`src/rtl/sram_pkg.sv`:
```
// sram_pkg: shared SRAM geometry, arbiter state encoding and loop-region bounds
package sram_pkg;
  localparam int SRAM_AW = 20;
  localparam int SRAM_DW = 16;
  localparam int LOOP_START_ADDR = 352000;
  localparam int LOOP_MAX_ADDR = 671999;
  typedef enum logic [1:0] {S_IDLE, S_WRITE, S_RD_ADDR, S_RD_LATCH} arb_state_e;
endpackage

```
`src/rtl/sram_arbiter_if.sv`:
```
// sram_arbiter_if: requester command/response bus plus SRAM pad pins
interface sram_arbiter_if import sram_pkg::*; #(
  parameter int NUM_REQ = 4,
  parameter int AW = SRAM_AW,
  parameter int DW = SRAM_DW
);
  logic [NUM_REQ-1:0]    i_req;
  logic [NUM_REQ-1:0]    i_we_n;
  logic [NUM_REQ*AW-1:0] i_addr;
  logic [NUM_REQ*DW-1:0] i_wdata;
  logic [NUM_REQ-1:0]    o_grant;
  logic [DW-1:0]         o_rdata;
  logic [NUM_REQ-1:0]    o_rdata_valid;
  logic                  o_busy;
  logic [AW-1:0]         o_sram_addr;
  logic                  o_sram_we_n;
  logic [DW-1:0]         o_sram_wdata;
  logic [DW-1:0]         i_sram_rdata;
  modport slave (
    input  i_req, i_we_n, i_addr, i_wdata, i_sram_rdata,
    output o_grant, o_rdata, o_rdata_valid, o_busy, o_sram_addr, o_sram_we_n, o_sram_wdata
  );
  modport master (
    output i_req, i_we_n, i_addr, i_wdata, i_sram_rdata,
    input  o_grant, o_rdata, o_rdata_valid, o_busy, o_sram_addr, o_sram_we_n, o_sram_wdata
  );
endinterface

```
`src/rtl/sram_arbiter_rr_pick.sv`:
```
// rr_pick: round-robin picker, first set request after last_i with wraparound
module rr_pick #(
  parameter int NUM_REQ = 4,
  parameter int IW = $clog2(NUM_REQ)
) (
  input  logic [NUM_REQ-1:0] req_i,
  input  logic [IW-1:0]      last_i,
  output logic               found_o,
  output logic [IW-1:0]      idx_o
);
  // Descending scan so the smallest offset from last_i is written last and wins
  always_comb begin
    found_o = 1'b0;
    idx_o = '0;
    for (int i = NUM_REQ; i >= 1; i--) begin
      if (req_i[(int'(last_i) + i) % NUM_REQ]) begin
        found_o = 1'b1;
        idx_o = IW'((int'(last_i) + i) % NUM_REQ);
      end
    end
  end
endmodule

```
`src/rtl/sram_arbiter.sv`:
```
// sram_arbiter: round-robin arbiter granting one SRAM word access per request;
// SRAM pins decode only from state and latched command registers
module sram_arbiter import sram_pkg::*; #(
  parameter int NUM_REQ = 4,
  parameter int AW = SRAM_AW,
  parameter int DW = SRAM_DW
) (
  input logic i_clk,
  input logic i_rst,
  sram_arbiter_if.slave bus
);
  localparam int IW = $clog2(NUM_REQ);
  arb_state_e state_q, state_d;
  logic [IW-1:0] rr_q, rr_d, win;
  logic found;
  logic [AW-1:0] cmd_addr_q, cmd_addr_d;
  logic [DW-1:0] cmd_wdata_q, cmd_wdata_d;
  logic [NUM_REQ-1:0] grant_q, grant_d, rvalid_q, rvalid_d;
  logic [DW-1:0] rdata_q, rdata_d;
  rr_pick #(.NUM_REQ(NUM_REQ), .IW(IW)) u_pick (
    .req_i(bus.i_req), .last_i(rr_q), .found_o(found), .idx_o(win)
  );
  always_ff @(posedge i_clk) begin
    if (i_rst) begin
      state_q <= S_IDLE;
      rr_q <= IW'(NUM_REQ - 1);
      cmd_addr_q <= '0;
      cmd_wdata_q <= '0;
      grant_q <= '0;
      rvalid_q <= '0;
      rdata_q <= '0;
    end else begin
      state_q <= state_d;
      rr_q <= rr_d;
      cmd_addr_q <= cmd_addr_d;
      cmd_wdata_q <= cmd_wdata_d;
      grant_q <= grant_d;
      rvalid_q <= rvalid_d;
      rdata_q <= rdata_d;
    end
  end
  // rr_q doubles as the owner of the transaction in flight
  always_comb begin
    state_d = state_q;
    rr_d = rr_q;
    cmd_addr_d = cmd_addr_q;
    cmd_wdata_d = cmd_wdata_q;
    grant_d = '0;
    rvalid_d = '0;
    rdata_d = rdata_q;
    case (state_q)
      S_IDLE: if (found) begin
        rr_d = win;
        cmd_addr_d = bus.i_addr[int'(win)*AW +: AW];
        cmd_wdata_d = bus.i_wdata[int'(win)*DW +: DW];
        grant_d = NUM_REQ'(1) << win;
        state_d = bus.i_we_n[win] ? S_RD_ADDR : S_WRITE;
      end
      S_WRITE: state_d = S_IDLE;
      S_RD_ADDR: state_d = S_RD_LATCH;
      S_RD_LATCH: begin
        rdata_d = bus.i_sram_rdata;
        rvalid_d = NUM_REQ'(1) << rr_q;
        state_d = S_IDLE;
      end
      default: state_d = S_IDLE;
    endcase
  end
  assign bus.o_grant = grant_q;
  assign bus.o_rdata = rdata_q;
  assign bus.o_rdata_valid = rvalid_q;
  assign bus.o_busy = state_q != S_IDLE;
  assign bus.o_sram_we_n = state_q != S_WRITE;
  assign bus.o_sram_addr = state_q == S_IDLE ? '0 : cmd_addr_q;
  assign bus.o_sram_wdata = state_q == S_WRITE ? cmd_wdata_q : '0;
endmodule

```
`src/flat_wrapper.sv`:
```
// flat-port wrapper written by rule: the top's interface ports become plain ports
module sram_arbiter_flat import sram_pkg::*;
#(
  parameter int NUM_REQ = 4,
  parameter int AW = SRAM_AW,
  parameter int DW = SRAM_DW
)
  (i_clk, i_rst, bus_i_req, bus_i_we_n, bus_i_addr, bus_i_wdata, bus_i_sram_rdata, bus_o_grant, bus_o_rdata, bus_o_rdata_valid, bus_o_busy, bus_o_sram_addr, bus_o_sram_we_n, bus_o_sram_wdata);
  sram_arbiter_if #(.NUM_REQ(NUM_REQ), .AW(AW), .DW(DW)) bus_i ();
  input logic i_clk;
  input logic i_rst;
  input wire logic [$bits(bus_i.i_req)-1:0] bus_i_req;
  input wire logic [$bits(bus_i.i_we_n)-1:0] bus_i_we_n;
  input wire logic [$bits(bus_i.i_addr)-1:0] bus_i_addr;
  input wire logic [$bits(bus_i.i_wdata)-1:0] bus_i_wdata;
  input wire logic [$bits(bus_i.i_sram_rdata)-1:0] bus_i_sram_rdata;
  output wire logic [$bits(bus_i.o_grant)-1:0] bus_o_grant;
  output wire logic [$bits(bus_i.o_rdata)-1:0] bus_o_rdata;
  output wire logic [$bits(bus_i.o_rdata_valid)-1:0] bus_o_rdata_valid;
  output wire logic [$bits(bus_i.o_busy)-1:0] bus_o_busy;
  output wire logic [$bits(bus_i.o_sram_addr)-1:0] bus_o_sram_addr;
  output wire logic [$bits(bus_i.o_sram_we_n)-1:0] bus_o_sram_we_n;
  output wire logic [$bits(bus_i.o_sram_wdata)-1:0] bus_o_sram_wdata;
  assign bus_i.i_req = bus_i_req;
  assign bus_i.i_we_n = bus_i_we_n;
  assign bus_i.i_addr = bus_i_addr;
  assign bus_i.i_wdata = bus_i_wdata;
  assign bus_i.i_sram_rdata = bus_i_sram_rdata;
  assign bus_o_grant = bus_i.o_grant;
  assign bus_o_rdata = bus_i.o_rdata;
  assign bus_o_rdata_valid = bus_i.o_rdata_valid;
  assign bus_o_busy = bus_i.o_busy;
  assign bus_o_sram_addr = bus_i.o_sram_addr;
  assign bus_o_sram_we_n = bus_i.o_sram_we_n;
  assign bus_o_sram_wdata = bus_i.o_sram_wdata;
  sram_arbiter #(.NUM_REQ(NUM_REQ), .AW(AW), .DW(DW)) u_core (.i_clk(i_clk), .i_rst(i_rst), .bus(bus_i));
endmodule
```
`config.mk`:
```
export PLATFORM = sky130hd
export DESIGN_NAME = sram_arbiter_flat
export DESIGN_NICKNAME = d
export VERILOG_FILES = /design/src/rtl/sram_pkg.sv /design/src/rtl/sram_arbiter_if.sv /design/src/rtl/sram_arbiter_rr_pick.sv /design/src/rtl/sram_arbiter.sv /design/src/flat_wrapper.sv
export SDC_FILE = /design/constraint.sdc
export NUM_CORES = 1
export LEC_CHECK = 0
export BUFFER_PORTS_ARGS = -buffer_cell sky130_fd_sc_hd__buf_4
export CORE_MARGIN = 8
export CORE_UTILIZATION = 42
export DETAILED_ROUTE_END_ITERATION = 6
export GPL_ROUTABILITY_DRIVEN = 0
export PLACE_DENSITY_LB_ADDON = 0.15
export SYNTH_ARGS = -nofsm -noshare
export SYNTH_HDL_FRONTEND = slang
export SYNTH_HIERARCHICAL = 1
export SYNTH_SLANG_ARGS = --single-unit
```
`constraint.sdc`:
```
create_clock -name i_clk -period 2.19 [get_ports i_clk]
set_input_delay 0.438 -clock i_clk [delete_from_list [all_inputs] [get_ports i_clk]]
set_output_delay 0.438 -clock i_clk [all_outputs]
set_load 0.005 [all_outputs]
```
==> impl_metrics.toml, run 1 <==
[outcome]
status = "finished clean"

[synthesis]
ys.warnings.count = 6
synth.largest_area_cell = "dfxtp_1"
syn_avg_cell_area_um2 = 11.52
synth_area_um2 = 3318
netlist_top_cells_area = "dfxtp_1, mux4_2, a22o_1"
synth_top_area_frac = 0.3861
synthesis.instances = 288
synth_nets = 458
ys_seq_area_frac = 0.3861
synth-seq-cells = 64
yosysUniqueCellTypes = 36

[worst_setup_path]
cp_top_family = "multiplexers"
cpMaxStageDelayCell = "mux4_2"
r2r_start = "u_core/rr_q[1]"
path_max_fanout = 31
worstPathRequired_ns = 2.41
cpPeakStageDelay_ns = 0.55
r2r-end = "u_core/cmd_addr_q[0]"
r2r_cells = 6
crit_type = "flip-flop to flip-flop"
cp_cell_sequence = "nand2b_1 > a21oi_2 > o221ai_4 > buf_12 > mux4_2 > a22o_1"
r2r_setup_slack_ns = 0.14
crit_path_end_kind = "flip-flop"
worst_setup_path_start_kind = "flip-flop"
worst-path-buf-inv = 1
arrival_ns = 2.27

[placement]
portBuffers = 231
post-place-ws_ns = -0.07384
dpl.hpwl_um = 9592

[routing]
viasPerCell = 5.162
vias = 3242
drc = 0
totalWireLength_um = 11900
ant_nets = 0
routedWlPerCell_um = 18.95
drtIter0Drc = 94
dr.pass1.iters = 4

[worst_hold_path]
hold_path.startpoint = "bus_i_sram_rdata[12]"
hold_depth = 3
hold_end = "u_core/bus.o_rdata[12]"
hp-class = "input port to flip-flop"

[cts]
cts_made_buffers = 9
clk_pin_slew_ns = 0.09
ctsRootBufferMaster = "clkbuf_8"
cts_sinks = 64
clk_latency_ns = 0.33
htree_levels = 3
clockBufferDepth = 2
cts_hold_buffers = 0
cts_tree = "done"

[global_routing]
grt-ovfl-total = 0
grt_pass1_wl_um = 18480
first_global_vias = 3556
grt_util_all_layers = 0.2104
grt_max_degree = 32
antenna_found_initial = 0

[timing]
holdWs_ns = 0.3414
tightest_slew_ns = 1.056
slew_viol_final = 0
max_slew_margin = 0.2931
setup-violations-final = 0
max_freq_ghz = 0.4871
rsz0062_at_grt = "false"
finalWorstSetupSlack_ns = 0.1371
fin_crit_ns = 2.053
clock_skew_ns = 0.01128
finalCritPeriodShare = 0.9374
hold_viol_final = 0

[cells_and_area]
drive_above_1_share = 0.5837
nNetsFinal = 691
final-seq-area_um2 = 1281
fill_cells = 594
multi_input_area_um2 = 1872
syn_to_final_growth_pct = 62.03
diodes = 0

[floorplan]
die_y_um = 104.9
die-area_um2 = 11000
rows = 32
io_pins = 232
start_util = 0.4316
core_region_area_um2 = 7687
die_x_um = 104.9

[flow_run]
drv_cap = 0

[power]
powerDensity_nw_per_um2 = 854.2
peakVddDrop_mv = 0.3988
power_leakage_uw = 0.002461
[power by group]
group | total (uW) | switching (uW) | internal [uW]
Combinational | 2040 | 847 | 1190
Sequential | 1610 | 169 | 1440
Clock | 942 | 510 | 432
Total | 4590 | 1530 | 3070
[worst reg2reg max path: stages, from the launching register on]
cell	delay [ns]
dfxtp_1	0.41
nand2b_1	0.16
a21oi_2	0.08
o221ai_4	0.24
buf_12	0.29
mux4_2	0.57
a22o_1	0.19
[cell usage after synthesis]
| cell | n |
|---|---|
| dfxtp_1 | 64 |
| nand2_1 | 37 |
| a22o_1 | 36 |
| mux4_2 | 36 |
| nor2b_1 | 20 |
| a21oi_1 | 19 |
| and2_1 | 17 |
| buf_2 | 10 |
| clkbuf_1 | 6 |
| nor2_1 | 4 |
| buf_12 | 3 |
| buf_4 | 3 |
| inv_1 | 3 |
| nand2b_1 | 3 |
| and2b_1 | 2 |
| buf_6 | 2 |
| nor3_1 | 2 |
| nor4b_1 | 2 |
| o22a_1 | 2 |
| a21o_1 | 1 |
| a21oi_2 | 1 |
| a21oi_4 | 1 |
| a31oi_1 | 1 |
| and3_1 | 1 |
| and4b_1 | 1 |
| buf_1 | 1 |
| clkbuf_2 | 1 |
| mux2i_1 | 1 |
| mux4_1 | 1 |
| nand3b_1 | 1 |
| nor2_2 | 1 |
| nor3b_1 | 1 |
| nor4_1 | 1 |
| nor4b_2 | 1 |
| o21ai_0 | 1 |
| o221ai_2 | 1 |
[cell type report]
class / count / share of cell area
Clock inverter: 7 / 0.01140
Tap cell: 102 / 0.02374
Clock buffer: 9 / 0.02304
Inverter: 3 / 0.002094
Multi-Input combinational cell: 195 / 0.3482
Sequential cell: 64 / 0.2383
Timing Repair Buffer: 248 / 0.3533
[worst max path at each step]
stage,startpoint,to,slack [ns],depth (start not counted)
after floorplan,bus_i_req[2],u_core/cmd_wdata_q[10],0.26,7
after global placement,bus_i_req[3],u_core/cmd_addr_q[1],-0.007,6
after detailed placement,bus_i_req[2],u_core/cmd_addr_q[0],-0.07,7
after CTS,u_core/state_q[0],bus_o_sram_wdata[5],0.06,3
after global routing,u_core/rr_q[1],u_core/cmd_addr_q[19],0.03,6
final,u_core/rr_q[1],u_core/cmd_addr_q[0],0.14,6
[what timing repair did]
item                                    CTS  global route
endpoints found under the setup margin    0            17
gates resized for setup                   0             1
setup buffers                             0             0
[kinds of logic (layout without fill, tap and decap cells)]
kind of cell	Yosys count	in the layout	share of synthesized area
multiplexers	38	38	0.2553
AND/OR/NAND/NOR	94	94	0.1523
buffers and inverters	29	267	0.05957
flip-flops	64	64	0.3861
AO/OA/AOI/OAI	63	63	0.1467
[state kept, by name, indices dropped and copies added (netlist names)]
signal	count
u_core/cmd_addr_q	20
u_core/bus.o_rdata	16
u_core/state_q	2
u_core/rr_q	2
u_core/bus.o_grant	4
u_core/cmd_wdata_q	16
u_core/bus.o_rdata_valid	4
[per-stage QoR]
| step | setup TNS, ns | power, uW | utilization | cells | area (um^2) |
|---|---|---|---|---|---|
| after global routing | 0 | 4885 | 0.6994 | 628 | 5376 |
| after floorplan | 0 | 2904 | - | 288 | 3318 |
| after detailed placement | -1.628 | 3694 | 0.6751 | 612 | 5190 |
| final | 0 | 4592 | 0.6994 | 628 | 5376 |
| after global placement | -0.08453 | 3637 | 0.6751 | 612 | 5190 |
| after CTS | 0 | 4640 | 0.6992 | 628 | 5375 |
[per-layer routing]
| metal | vias to the layer above | global-route usage | share of wire |
|---|---|---|---|
| met5 | - | 0 | 0 |
| met4 | 0 | 0.06014 | 0.014 |
| met3 | 11 | 0.07555 | 0.084 |
| met2 | 143 | 0.3760 | 0.52 |
| met1 | 1542 | 0.2283 | 0.38 |
| li1 | 1546 | - | - |
[layout by cell type (no fill, tap or decap), types with 2 or more instances in the layout]
| cell | count |
|---|---|
| nor2b_1 | 20 |
| a21oi_4 | 2 |
| buf_12 | 3 |
| inv_6 | 3 |
| dfxtp_1 | 64 |
| nand2_1 | 37 |
| nor2_1 | 4 |
| mux4_2 | 36 |
| nand2b_1 | 3 |
| clkbuf_8 | 9 |
| and2_1 | 17 |
| nor3_1 | 2 |
| nor4b_1 | 2 |
| inv_1 | 3 |
| a21oi_1 | 18 |
| o22a_1 | 2 |
| clkinvlp_4 | 2 |
| buf_4 | 245 |
| a22o_1 | 36 |
(Power assumes the default switching activity.)
==> inputs of run 2 (changes only) <==
CORE_UTILIZATION = 43   (was 42)
SYNTH_HIERARCHICAL = not set   (was 1)
==> impl_metrics.toml, run 2 <==
[synthesis]
synth_common_cells = "dfxtp_1, o211ai_1, nand2_1"
synth_top_area_frac = 0.3211
synth.largest_area_cell = "dfxtp_1"
ys.warnings.count = 0
synth-edff-count = 0
ys_seq_area_frac = 0.3211
yosysUniqueCellTypes = 37
synth-seq-cells = 64
synth_nets = 601
yosysMostFrequentCell = "dfxtp_1"
synthArstFlopShare = 0
netlist_top_cells_area = "dfxtp_1, mux2i_1, a221o_1"
synthesis.instances = 431
ys.flop_type = "dfxtp_1"
synth_area_um2 = 3990
syn_avg_cell_area_um2 = 9.258

[worst_setup_path]
worstPathRequired_ns = 2.41
path_max_fanout = 22
crit_start = "u_core.rr_q[1]"
worst_setup_path_start_kind = "flip-flop"
crit_path_end_kind = "flip-flop"
arrival_ns = 2.25
r2r_start = "u_core.rr_q[1]"
crit_type = "flip-flop to flip-flop"

[timing]
finalCritPeriodShare = 0.9248
clock_skew_ns = 0.01085
tns_ns = 0
max_slew_margin = 0.4221
holdWs_ns = 0.3418
rsz0062_at_grt = "false"
slew_viol_final = 0
tightest_slew_ns = 0.8622
setup-violations-final = 0
hold_viol_final = 0
fin_crit_ns = 2.025
finalWorstSetupSlack_ns = 0.1646
max_freq_ghz = 0.4937

[power]
peakVddDrop_mv = 0.5149
power_leakage_uw = 0.002723
powerDensity_nw_per_um2 = 1010

[routing]
drc = 0
vias = 4248
ant_nets = 0
dr.pass1.iters = 4
routedWlPerCell_um = 18.89
totalWireLength_um = 14390
viasPerCell = 5.575
drtIter0Drc = 241

[cts]
cts_sinks = 64
postCtsSetupBuffers = 0
post_cts_resized = 0
cts_made_buffers = 9
cts_tree = "done"
cts_hold_buffers = 0
clk_pin_slew_ns = 0.08
clk_latency_ns = 0.34
ctsRootBufferMaster = "clkbuf_8"
clockBufferDepth = 2
htree_levels = 3

[placement]
dpl.hpwl_um = 11210
post-place-ws_ns = 0.04881
placed_area_um2 = 5868
portBuffers = 231

[floorplan]
io_pins = 232
die_x_um = 112.3
die-area_um2 = 12620
rows = 35
die_y_um = 112.3
start_util = 0.4380
core_region_area_um2 = 9109

[worst_hold_path]
hold_path.startpoint = "bus_i_sram_rdata[8]"
hp-class = "input port to flip-flop"

[flow_run]
drv_cap = 0

[outcome]
status = "finished clean"

[global_routing]
antenna_found_initial = 0
grt_util_all_layers = 0.2180
grt_max_degree = 47
first_global_vias = 4367
grt_pass1_wl_um = 22210
grt-ovfl-total = 0

[cells_and_area]
diodes = 0
fin_util = 0.6668
fin_area_um2 = 6073
multi_input_area_um2 = 2470
layout_commonest_cell = "buf_4"
layout.cells.most_common_list = "buf_4, dfxtp_1, o211ai_1, nand2_1, mux2i_1"
fill_cells = 790
top_register = "u_core.cmd_addr_q"
largest_register_ffs = 20
drive_above_1_share = 0.4593
syn_to_final_growth_pct = 52.21
nNetsFinal = 816
final-seq-area_um2 = 1281
[run 2: cell types whose count changed after synthesis, sizes merged, moves of 7 or more]
cell / previous run / this run
mux2: 0 / 38
a221o: 0 / 36
mux4: 37 / 0
mux2i: 1 / 39
nand4: 0 / 26
buf: 19 / 26
clkbuf: 7 / 22
o211ai: 0 / 46
a22o: 36 / 0
[run 2: power by group]
| part | internal, uW | switching [uW] |
|---|---|---|
| Combinational | 1620 | 1640 |
| Sequential | 1560 | 240 |
| Clock | 561 | 508 |
[run 2: worst max-delay path: stages, from the launching register on]
cell	delay [ns]
dfxtp_1	0.45
mux2i_1	0.22
o22a_1	0.18
o21a_4	0.20
buf_12	0.20
mux2_2	0.36
a221o_1	0.29
[run 2: cell families after synthesis]
| logic type | after synthesis | synth area share |
|---|---|---|
| flops | 64 | 0.3211 |
| mux | 77 | 0.2060 |
| simple gates | 127 | 0.1690 |
| buf+inv | 51 | 0.07338 |
| compound gates | 112 | 0.2305 |
[run 2: cell type report]
class	count	area share
Multi-Input combinational cell	316	0.4067
Timing Repair Buffer	252	0.3239
Sequential cell	64	0.2110
Clock buffer	10	0.02266
Tap cell	111	0.02287
Clock inverter	6	0.01112
Inverter	3	0.001854
[run 2: final timing paths]
kind	cells past startpoint	to	slack [ns]
max	6	u_core.cmd_addr_q[11]	0.16
min	3	u_core.bus.o_rdata[8]	0.34
max reg2reg	6	u_core.cmd_addr_q[11]	0.16
min reg2reg	2	u_core.bus.o_rdata[8]	0.46
[run 2: stage by stage]
stage / total power [uW] / std cells
after floorplan: 3854 / 431
after global placement: 5022 / 746
after detailed placement: 5102 / 746
after CTS: 6182 / 762
after global routing: 6538 / 762
final: 6135 / 762
[run 2: per-layer routing]
metal  global-route usage  vias to the layer above  part of all wire
met5                    0                        -                 0
met4              0.07914                        0             0.024
met3              0.06817                       23             0.072
met2               0.3826                      153              0.51
met1               0.2422                     1999              0.40
li1                     -                     2073                 -
==> inputs of run 3 (changes only) <==
SETUP_SLACK_MARGIN = 0.2   (was not set)
==> impl_metrics.toml, run 3 (synthesis gave the netlist of run 2 again) <==
[worst_setup_path]
r2r_setup_slack_ns = 0.22
worst_setup_path_start_kind = "flip-flop"
r2r-end = "u_core.cmd_wdata_q[4]"
path_max_fanout = 11
crit_type = "flip-flop to flip-flop"
worstPathRequired_ns = 2.42
r2r_start = "u_core.rr_q[1]"
arrival_ns = 2.21
crit_path_end_kind = "flip-flop"
r2r_cells = 6

[worst_hold_path]
hold_path.startpoint = "bus_i_sram_rdata[8]"
hp-class = "input port to flip-flop"
hold_end = "u_core.bus.o_rdata[8]"
hold_depth = 3

[routing]
vias = 4293
viasPerCell = 5.619
dr.pass1.iters = 4
drc = 0
ant_nets = 0
routedWlPerCell_um = 19.10
drtIter0Drc = 254
totalWireLength_um = 14590

[placement]
dpl.hpwl_um = 11210
portBuffers = 231
place_inst = 746

[cts]
cts_made_buffers = 9
cts_tree = "done"
ctsRootBufferMaster = "clkbuf_8"
cts_hold_buffers = 0
clockBufferDepth = 2
htree_levels = 3
clk_pin_slew_ns = 0.08
clk_latency_ns = 0.34
cts_sinks = 64

[global_routing]
grt_util_met2 = 0.3826
antenna_found_initial = 0
first_global_vias = 4367
grt-ovfl-total = 0
grt_util_all_layers = 0.2180
top_usage_layer = "met2"
globalRouteMet3Util = 0.06817
grt_max_degree = 47
grt_pass1_wl_um = 22210
globalRouteMet1Util = 0.2422

[timing]
tightest_slew_ns = 0.6508
finalCritPeriodShare = 0.9017
holdWs_ns = 0.3412
slew_viol_final = 0
clock_skew_ns = 0.01135
tns_ns = 0
max_freq_ghz = 0.5064
max_slew_margin = 0.5651
setup-violations-final = 0
hold_viol_final = 0
fin_crit_ns = 1.975
rsz0062_at_grt = "true"

[outcome]
status = "finished clean"

[floorplan]
rows = 35
start_util = 0.4380
io_pins = 232
core_region_area_um2 = 9109
die-area_um2 = 12620
die_y_um = 112.3
die_x_um = 112.3

[power]
total_power_uw = 6240
peakVddDrop_mv = 0.5374
power_leakage_uw = 0.002752
powerDensity_nw_per_um2 = 1016

[cells_and_area]
layout_commonest_cell = "buf_4"
layout.cells.most_common_list = "buf_4, dfxtp_1, o211ai_1, nand2_1, mux2i_1"
final-seq-area_um2 = 1286
final_cell_count_no_fill = 764
drive_above_1_share = 0.4655
diodes = 0
multi_input_area_um2 = 2480
fill_cells = 783
largest_register_ffs = 20
top_register = "u_core.cmd_addr_q"
syn_to_final_growth_pct = 53.94
nNetsFinal = 818

[flow_run]
drv_cap = 0
run 3: changes by cell type in the layout (fill, tap and decap cells not counted), sizes merged:
cell	change
clkbuf	+2
run 3: where the power goes:
| part | leakage [uW] | internal, uW | switching [uW] |
|---|---|---|---|
| combinational | 0.00213 | 1680 | 1680 |
| sequential | 0.000525 | 1570 | 240 |
| clock | 0.0000989 | 561 | 510 |
| total | 0.00275 | 3810 | 2430 |
run 3: layout make-up:
| class | count | share of cell area |
|---|---|---|
| Inverter | 3 | 0.001833 |
| Clock inverter | 6 | 0.01100 |
| Clock buffer | 10 | 0.02241 |
| Sequential cell | 64 | 0.2094 |
| Multi-Input combinational cell | 316 | 0.4037 |
| Timing Repair Buffer | 254 | 0.3290 |
| Tap cell | 111 | 0.02261 |
run 3: timing repair:
action                     in CTS  in global routing
buffers inserted                0                  0
gates cloned                    0                  2
gates resized for setup         2                  4
pin swaps                       0                  1
setup endpoints to repair      11                 18
run 3: critical path, stage by stage (launching register included):
cell       delay (ns)
dfxtp_4          0.38
mux2i_1          0.18
o22a_1           0.18
o21a_4           0.27
clkbuf_16        0.23
mux2_1           0.33
a221o_1          0.29
run 3: worst max-delay path by stage:
stage	cells after the start	slack [ns]	to	from
2_1_floorplan	7	0.36	u_core.cmd_addr_q[19]	u_core.rr_q[1]
3_3_place_gp	6	0.07	u_core.cmd_addr_q[19]	bus_i_req[3]
3_5_place_dp	6	0.05	u_core.cmd_addr_q[19]	bus_i_req[3]
4_1_cts	6	0.24	u_core.cmd_addr_q[11]	u_core.rr_q[1]
5_1_grt	6	0.15	u_core.cmd_addr_q[17]	u_core.rr_q[1]
6_report	6	0.22	u_core.cmd_wdata_q[4]	u_core.rr_q[1]
run 3: routing by layer:
metal | part of all wire | vias to the layer above
met2 | 0.51 | 173
met1 | 0.39 | 2014
li1 | - | 2083
met3 | 0.076 | 23
met4 | 0.024 | 0
met5 | 0 | -
run 3: through the flow:
stage               area [um^2]  setup slack [ns]  utilization
detailed placement         5868           0.04881       0.6442
global route               6142            0.1541       0.6743
CTS                        6076            0.2388       0.6670
floorplan                  3990            0.3632            -
global placement           5868           0.07235       0.6442
finish                     6142            0.2152       0.6743
